### config.mk
export PLATFORM = sky130hd
export DESIGN_NAME = apb_master
export DESIGN_NICKNAME = d
export VERILOG_FILES = /design/src/rtl/apb_pkg.sv /design/src/rtl/apb_strb_enc.sv /design/src/rtl/apb_master.sv
export SDC_FILE = /design/constraint.sdc
export NUM_CORES = 1
export LEC_CHECK = 0
export CAP_MARGIN = 20
export CORE_AREA = 3 3 120 122
export DETAILED_ROUTE_END_ITERATION = 10
export DIE_AREA = 0 0 123 125
export PLACE_DENSITY = 0.65
export SLEW_MARGIN = 10
export SYNTH_ARGS = -nofsm -noshare
export SYNTH_HDL_FRONTEND = slang
export SYNTH_SLANG_ARGS = --single-unit
### constraint.sdc
create_clock -name clk -period 1.7 [get_ports clk]
set_input_delay 0.34 -clock clk [delete_from_list [all_inputs] [get_ports clk]]
set_output_delay 0.34 -clock clk [all_outputs]
set_load 0.05 [all_outputs]
### src/rtl/apb_pkg.sv
// Shared types and constants for the CPU-side APB initiator and its strobe encoder.
package apb_pkg;

   localparam int unsigned DATA_WIDTH = 32;
   localparam int unsigned STRB_SIZE  = DATA_WIDTH / 8;

   typedef enum logic [1:0] {
      IDLE,
      SETUP,
      ACCESS,
      ERR
   } apb_state_t;

   typedef enum logic [1:0] {
      BYTE     = 2'd0,
      HALFWORD = 2'd1,
      FULLWORD = 2'd2
   } apb_size_t;

endpackage

### src/rtl/apb_strb_enc.sv
// Access size + byte offset to PSTRB lane mask; flags misaligned or unsupported sizes.
module apb_strb_enc #(
   parameter int unsigned STRB_SIZE = 4
) (
   input  logic [1:0]           size,
   input  logic [1:0]           off,
   output logic [STRB_SIZE-1:0] strb,
   output logic                 illegal
);
   import apb_pkg::*;

   always_comb begin
      strb    = '0;
      illegal = 1'b0;
      case (size)
         BYTE: strb = STRB_SIZE'(1) << off;
         HALFWORD: begin
            if (off[0]) illegal = 1'b1;
            else        strb    = STRB_SIZE'(3) << off;
         end
         FULLWORD: begin
            if (off != 2'd0) illegal = 1'b1;
            else             strb    = STRB_SIZE'(15);
         end
         default: illegal = 1'b1;
      endcase
   end

endmodule

### src/rtl/apb_master.sv
// CPU-side APB initiator: one outstanding request, SETUP/ACCESS sequencing, timeout abort and
// a single-cycle response pulse back to the CPU.
module apb_master #(
   parameter int unsigned  ADDR_WIDTH     = 32,
   parameter int unsigned  DATA_WIDTH     = 32,
   parameter int unsigned  TIMEOUT_CYCLES = 16,
   localparam int unsigned STRB_SIZE      = DATA_WIDTH / 8
) (
   input  logic                  clk,
   input  logic                  rst,
   input  logic                  cpu_valid,
   output logic                  cpu_ready,
   input  logic                  cpu_write,
   input  logic [1:0]            cpu_size,
   input  logic [ADDR_WIDTH-1:0] cpu_addr,
   input  logic [DATA_WIDTH-1:0] cpu_wdata,
   output logic                  rsp_valid,
   output logic [DATA_WIDTH-1:0] rsp_rdata,
   output logic                  rsp_err,
   output logic                  rsp_timeout,
   output logic                  sel,
   output logic                  enable,
   output logic                  write,
   output logic [ADDR_WIDTH-1:0] addr,
   output logic [DATA_WIDTH-1:0] wdata,
   output logic [STRB_SIZE-1:0]  strb,
   input  logic                  ready,
   input  logic                  slverr,
   input  logic [DATA_WIDTH-1:0] rdata
);
   import apb_pkg::*;

   localparam logic [7:0] CntLast = 8'(TIMEOUT_CYCLES - 1);

   apb_state_t            state_q, state_d;
   logic [7:0]            cnt_q, cnt_d;
   logic                  write_q;
   logic [ADDR_WIDTH-1:0] addr_q;
   logic [DATA_WIDTH-1:0] wdata_q;
   logic [STRB_SIZE-1:0]  strb_q;
   logic                  rsp_valid_q, rsp_valid_d;
   logic [DATA_WIDTH-1:0] rsp_rdata_q, rsp_rdata_d;
   logic                  rsp_err_q, rsp_err_d;
   logic                  rsp_timeout_q, rsp_timeout_d;
   logic                  err_late_q, err_late_d;
   logic                  capture;
   logic [STRB_SIZE-1:0]  enc_strb;
   logic                  enc_illegal;

   apb_strb_enc #(
      .STRB_SIZE(STRB_SIZE)
   ) u_strb_enc (
      .size    (cpu_size),
      .off     (cpu_addr[1:0]),
      .strb    (enc_strb),
      .illegal (enc_illegal)
   );

   always_comb begin
      state_d       = state_q;
      cnt_d         = cnt_q;
      capture       = 1'b0;
      cpu_ready     = 1'b0;
      rsp_valid_d   = 1'b0;
      rsp_rdata_d   = '0;
      rsp_err_d     = 1'b0;
      rsp_timeout_d = 1'b0;
      err_late_d    = 1'b0;
      unique case (state_q)
         IDLE: begin
            cpu_ready = 1'b1;
            if (cpu_valid) begin
               capture = 1'b1;
               if (enc_illegal) begin
                  state_d     = ERR;
                  rsp_valid_d = 1'b1;
                  rsp_err_d   = 1'b1;
               end else begin
                  state_d = SETUP;
               end
            end
         end
         SETUP: state_d = ACCESS;
         ACCESS: begin
            if (ready) begin
               cpu_ready   = 1'b1;
               cnt_d       = '0;
               rsp_valid_d = 1'b1;
               rsp_err_d   = slverr;
               rsp_rdata_d = write_q ? '0 : rdata;
               if (cpu_valid) begin
                  capture = 1'b1;
                  // The completing response owns the next cycle, so an illegal follow-on
                  // request reports its error one cycle later, on the way out of ERR.
                  if (enc_illegal) begin
                     state_d    = ERR;
                     err_late_d = 1'b1;
                  end else begin
                     state_d = SETUP;
                  end
               end else begin
                  state_d = IDLE;
               end
            end else if (cnt_q == CntLast) begin
               state_d       = IDLE;
               cnt_d         = '0;
               rsp_valid_d   = 1'b1;
               rsp_err_d     = 1'b1;
               rsp_timeout_d = 1'b1;
            end else begin
               cnt_d = cnt_q + 8'd1;
            end
         end
         ERR: begin
            state_d = IDLE;
            if (err_late_q) begin
               rsp_valid_d = 1'b1;
               rsp_err_d   = 1'b1;
            end
         end
         default: state_d = IDLE;
      endcase
   end

   always_ff @(posedge clk) begin
      if (rst) begin
         state_q       <= IDLE;
         cnt_q         <= '0;
         write_q       <= 1'b0;
         addr_q        <= '0;
         wdata_q       <= '0;
         strb_q        <= '0;
         rsp_valid_q   <= 1'b0;
         rsp_rdata_q   <= '0;
         rsp_err_q     <= 1'b0;
         rsp_timeout_q <= 1'b0;
         err_late_q    <= 1'b0;
      end else begin
         state_q       <= state_d;
         cnt_q         <= cnt_d;
         rsp_valid_q   <= rsp_valid_d;
         rsp_rdata_q   <= rsp_rdata_d;
         rsp_err_q     <= rsp_err_d;
         rsp_timeout_q <= rsp_timeout_d;
         err_late_q    <= err_late_d;
         if (capture) begin
            write_q <= cpu_write;
            addr_q  <= cpu_addr;
            wdata_q <= cpu_wdata;
            strb_q  <= enc_strb;
         end
      end
   end

   assign sel         = (state_q == SETUP) || (state_q == ACCESS);
   assign enable      = (state_q == ACCESS);
   assign write       = write_q;
   assign addr        = addr_q;
   assign wdata       = wdata_q;
   assign strb        = strb_q;
   assign rsp_valid   = rsp_valid_q;
   assign rsp_rdata   = rsp_rdata_q;
   assign rsp_err     = rsp_err_q;
   assign rsp_timeout = rsp_timeout_q;

endmodule

==> results.md <==
* Violated checks: setup timing
* Async SR Flop Fraction at 0
* Power Density at 1270 mW/mm^2
* Vias in the first global route at 4012
* Final Hold Viols at 0
* Stages on worst setup path at 6
* CTS buffer count at 17
* Post-Synthesis Cells at 465
* Die footprint at 0.01538 mm^2
* Synth top cells by count: nand2_1 (141), dfxtp_1 (115), a21oi_1 (74)
* Min Tclk post-route at 1703 ps
* PortBufs at 210
* Most used DFF post-synth: dfxtp_1
* Max Cap Viol at 0
* Reg2reg path depth at 9
* Cell Rows at 42
* Setup violators final at 1
* Post-synth top area share at 0.5709
* Worst setup EP type: output port
* CP cell instances: inv_4 -> ha_4 -> buf_6 -> nand2_4 -> nand2b_4 -> buf_12
* Placed cell areas at 0.006269 mm^2
* Compound-Gate Fraction of Synth Area at 0.1260
* # H-tree levels at 4
* CP max stage cell: dfxtp_2
* Final ANT Viol Nets at 0
* Congestion Overflow GR at 0
* Worst slack, placed at -179.9 ps
* Die extent in y at 125 um
* CP Launch Point: state_q[0]
* Layout cell share with drive strength beyond 1 at 0.2682
* Fin. max-slew vios at 0
* Initial core utilization at 0.3033
* Clk_skew at 13.94 ps
* RSZ-0062 raised after global routing: true
* Wire length per cell at 14.41 um
* Placed cells at 850
* Clock Latency Late Sink at 430 ps
* Finished Layout Cells at 892
* HPWL after detailed placement at 9.214 mm
* Worst Max-Slew Pin Slew at 353.8 ps
* Largest net degree at the start of global routing at 35
* Largest family of logic cells by synthesized area: simple AND/OR/NAND/NOR gates
* RePlAce Congestion at 0.7762
* Top cells by area, synth: dfxtp_1 (57%), nand2_1 (13%), a21oi_1 (9.2%), and2_1 (5.1%), ha_1 (1.6%)
* Core Region at 0.01330 mm^2
* Die X at 123 um
* Lkg Pwr at 3.016 nW
* Final WL at 12.85 mm
* Final net count at 812
* Sum Neg Setup Slack at -2.950 ps
* DR vias at 3988
* Mapped cell area at 0.004033 mm^2
* R2R setup slack at 60 ps
* Antenna Cells at 0
* Syn Area/Cell at 8.672 um^2
* Worst path arrival time at 1360 ps
* DRC errors left at 0
* Crit Reg-Reg Endpoint: state_q[1]
* Flops & latches, synth at 115
* Mux contribution to synthesized area at 0.002792
* Total Routing Usage GR at 0.1636
* CTS tree: done
* Crit-path max cell delay at 340 ps
* First-pass GRT wire length at 19.60 mm
* CP max FO at 3
* Root Buffer: clkbuf_16
* Yosys top cell by area: dfxtp_1
* Area Growth Syn to Fin at 74.46%
* Cell area after layout at 0.007036 mm^2
* CP endpoint: cpu_ready
* Post-synthesis xor/xnor area fraction at 0.01086
* Synth cell types at 39
* Crit path max-delay family: flip-flops
* Adder-Cell Fraction of Synth Area at 0.01551
* Clock slew at reported path FFs at 50 ps
* Post-synthesis simple-gate area fraction at 0.2336
* Tot Pwr at 8.933 mW
* Vias per cell at 4.471
* Synth Net Count at 574
* Count leader, synth: nand2_1
* Worst endpoint required time at 1360 ps
* FMAX at 587.2 MHz
* EDFF count, synth at 0
* Crit path kind: reg2out
* Detailed Route Iter0 Violations at 164
* Top-Level Pins at 211
* Bufs and invs on worst path at 3
* Peak supply drop at 0.0006787 V
* Final worst-path cycle share at 1.002
* Final WS setup at -2.950 ps
* Drt pass-1 iters at 5
* Ys Warns at 0
* Run status: complete, but fails checks
* Min-delay src: rst
* Clk buf depth at 2
* Critical Path Source Type: register
* # clock sinks at 115
* Hold Path Class: in2reg
* Worst r2r src: state_q[0]
* Slew margin rel. at 0.7641
* Register area share after synthesis at 0.5709
* Antenna violations before repair at 0
## cell usage in the layout (no fill, tap or decap), types with 3 or more instances in the layout
cell and n:
nand2_1 140, buf_4 133, dfxtp_1 113, clkdlybuf4s50_1 102, a21oi_1 74, and2_1 32, clkbuf_16 18, nor2_1 12
buf_12 10, o21ai_0 5, clkbuf_8 4, clkinv_2 4, inv_1 3, xor2_1 3, nand4_1 3, a21o_1 3
and3_1 3, nor3_1 3, ha_1 3, clkinvlp_4 3
## how the worst min path moves through the flow
stage	endpoint	cells past startpoint
floorplan	rsp_rdata[0]	1
global placement	addr[29]	2
detailed placement	addr[12]	2
CTS	cnt_q[1]	2
global route	cnt_q[2]	2
finish	cnt_q[1]	2
## power by group
group | switching [mW] | internal, mW
combinational | 1.43 | 0.973
clock | 1.22 | 2.30
sequential | 0.109 | 2.91
total | 2.75 | 6.18
## final cells by class
class	instances	area (um^2)
Inverter	6	25.02
Sequential cell	115	2307
Clock buffer	23	488.0
Tap cell	176	220.2
Fill cell	1196	6260
Timing Repair Buffer	248	2261
Multi-Input combinational cell	315	1632
Clock inverter	9	102.6
## cell families (layout without fill, tap and decap cells)
kind of cell / Yosys count / after routing
AOI/OAI and AO/OA: 93 / 93
xor gates and xnor gates: 5 / 5
adders and majority gates: 5 / 5
buffers and inverters: 35 / 286
DFF: 115 / 115
muxes: 1 / 1
and+or+nand+nor: 211 / 211
## sequential cells by signal, indices dropped and copies added (netlist names)
signal and flops:
rsp_valid 1, write 1, strb 4, cnt_q 8, addr 32, err_late_q 1, wdata 32, rsp_timeout 1
rsp_rdata 32, rsp_err 1, state_q 2
## layer usage
metal,vias up,wire [um],share of wire,GRT usage
met5,-,0,0,0
met4,0,292,0.023,0.07166
met3,25,1263,0.098,0.08898
met2,166,6349,0.49,0.2744
met1,1802,4948,0.38,0.1669
li1,1995,-,-,-
## what timing repair did
action / in CTS / in global routing
setup buffers: 4 / 5
pin swaps: 3 / 3
gates resized for setup: 13 / 3
cloned: 0 / 1
setup endpoints to repair: 3 / 70
hold buffers: 0 / 0
## metrics by stage
stage	utilization	hold WS (ps)
finish	0.5292	287.7
global route	0.5292	293.6
CTS	0.5228	277.9
detailed placement	0.4715	447.1
global placement	0.4715	443.5
floorplan	-	461.7
## worst register-to-register path, stage by stage, from the launching register on
cell      delay, ps
dfxtp_2         340
inv_4            50
ha_4            160
buf_6           130
buf_4           120
buf_4           130
nand3_1          90
nor3_1           60
o311ai_0        300
o41ai_1         120
(Power assumes the default switching activity.)
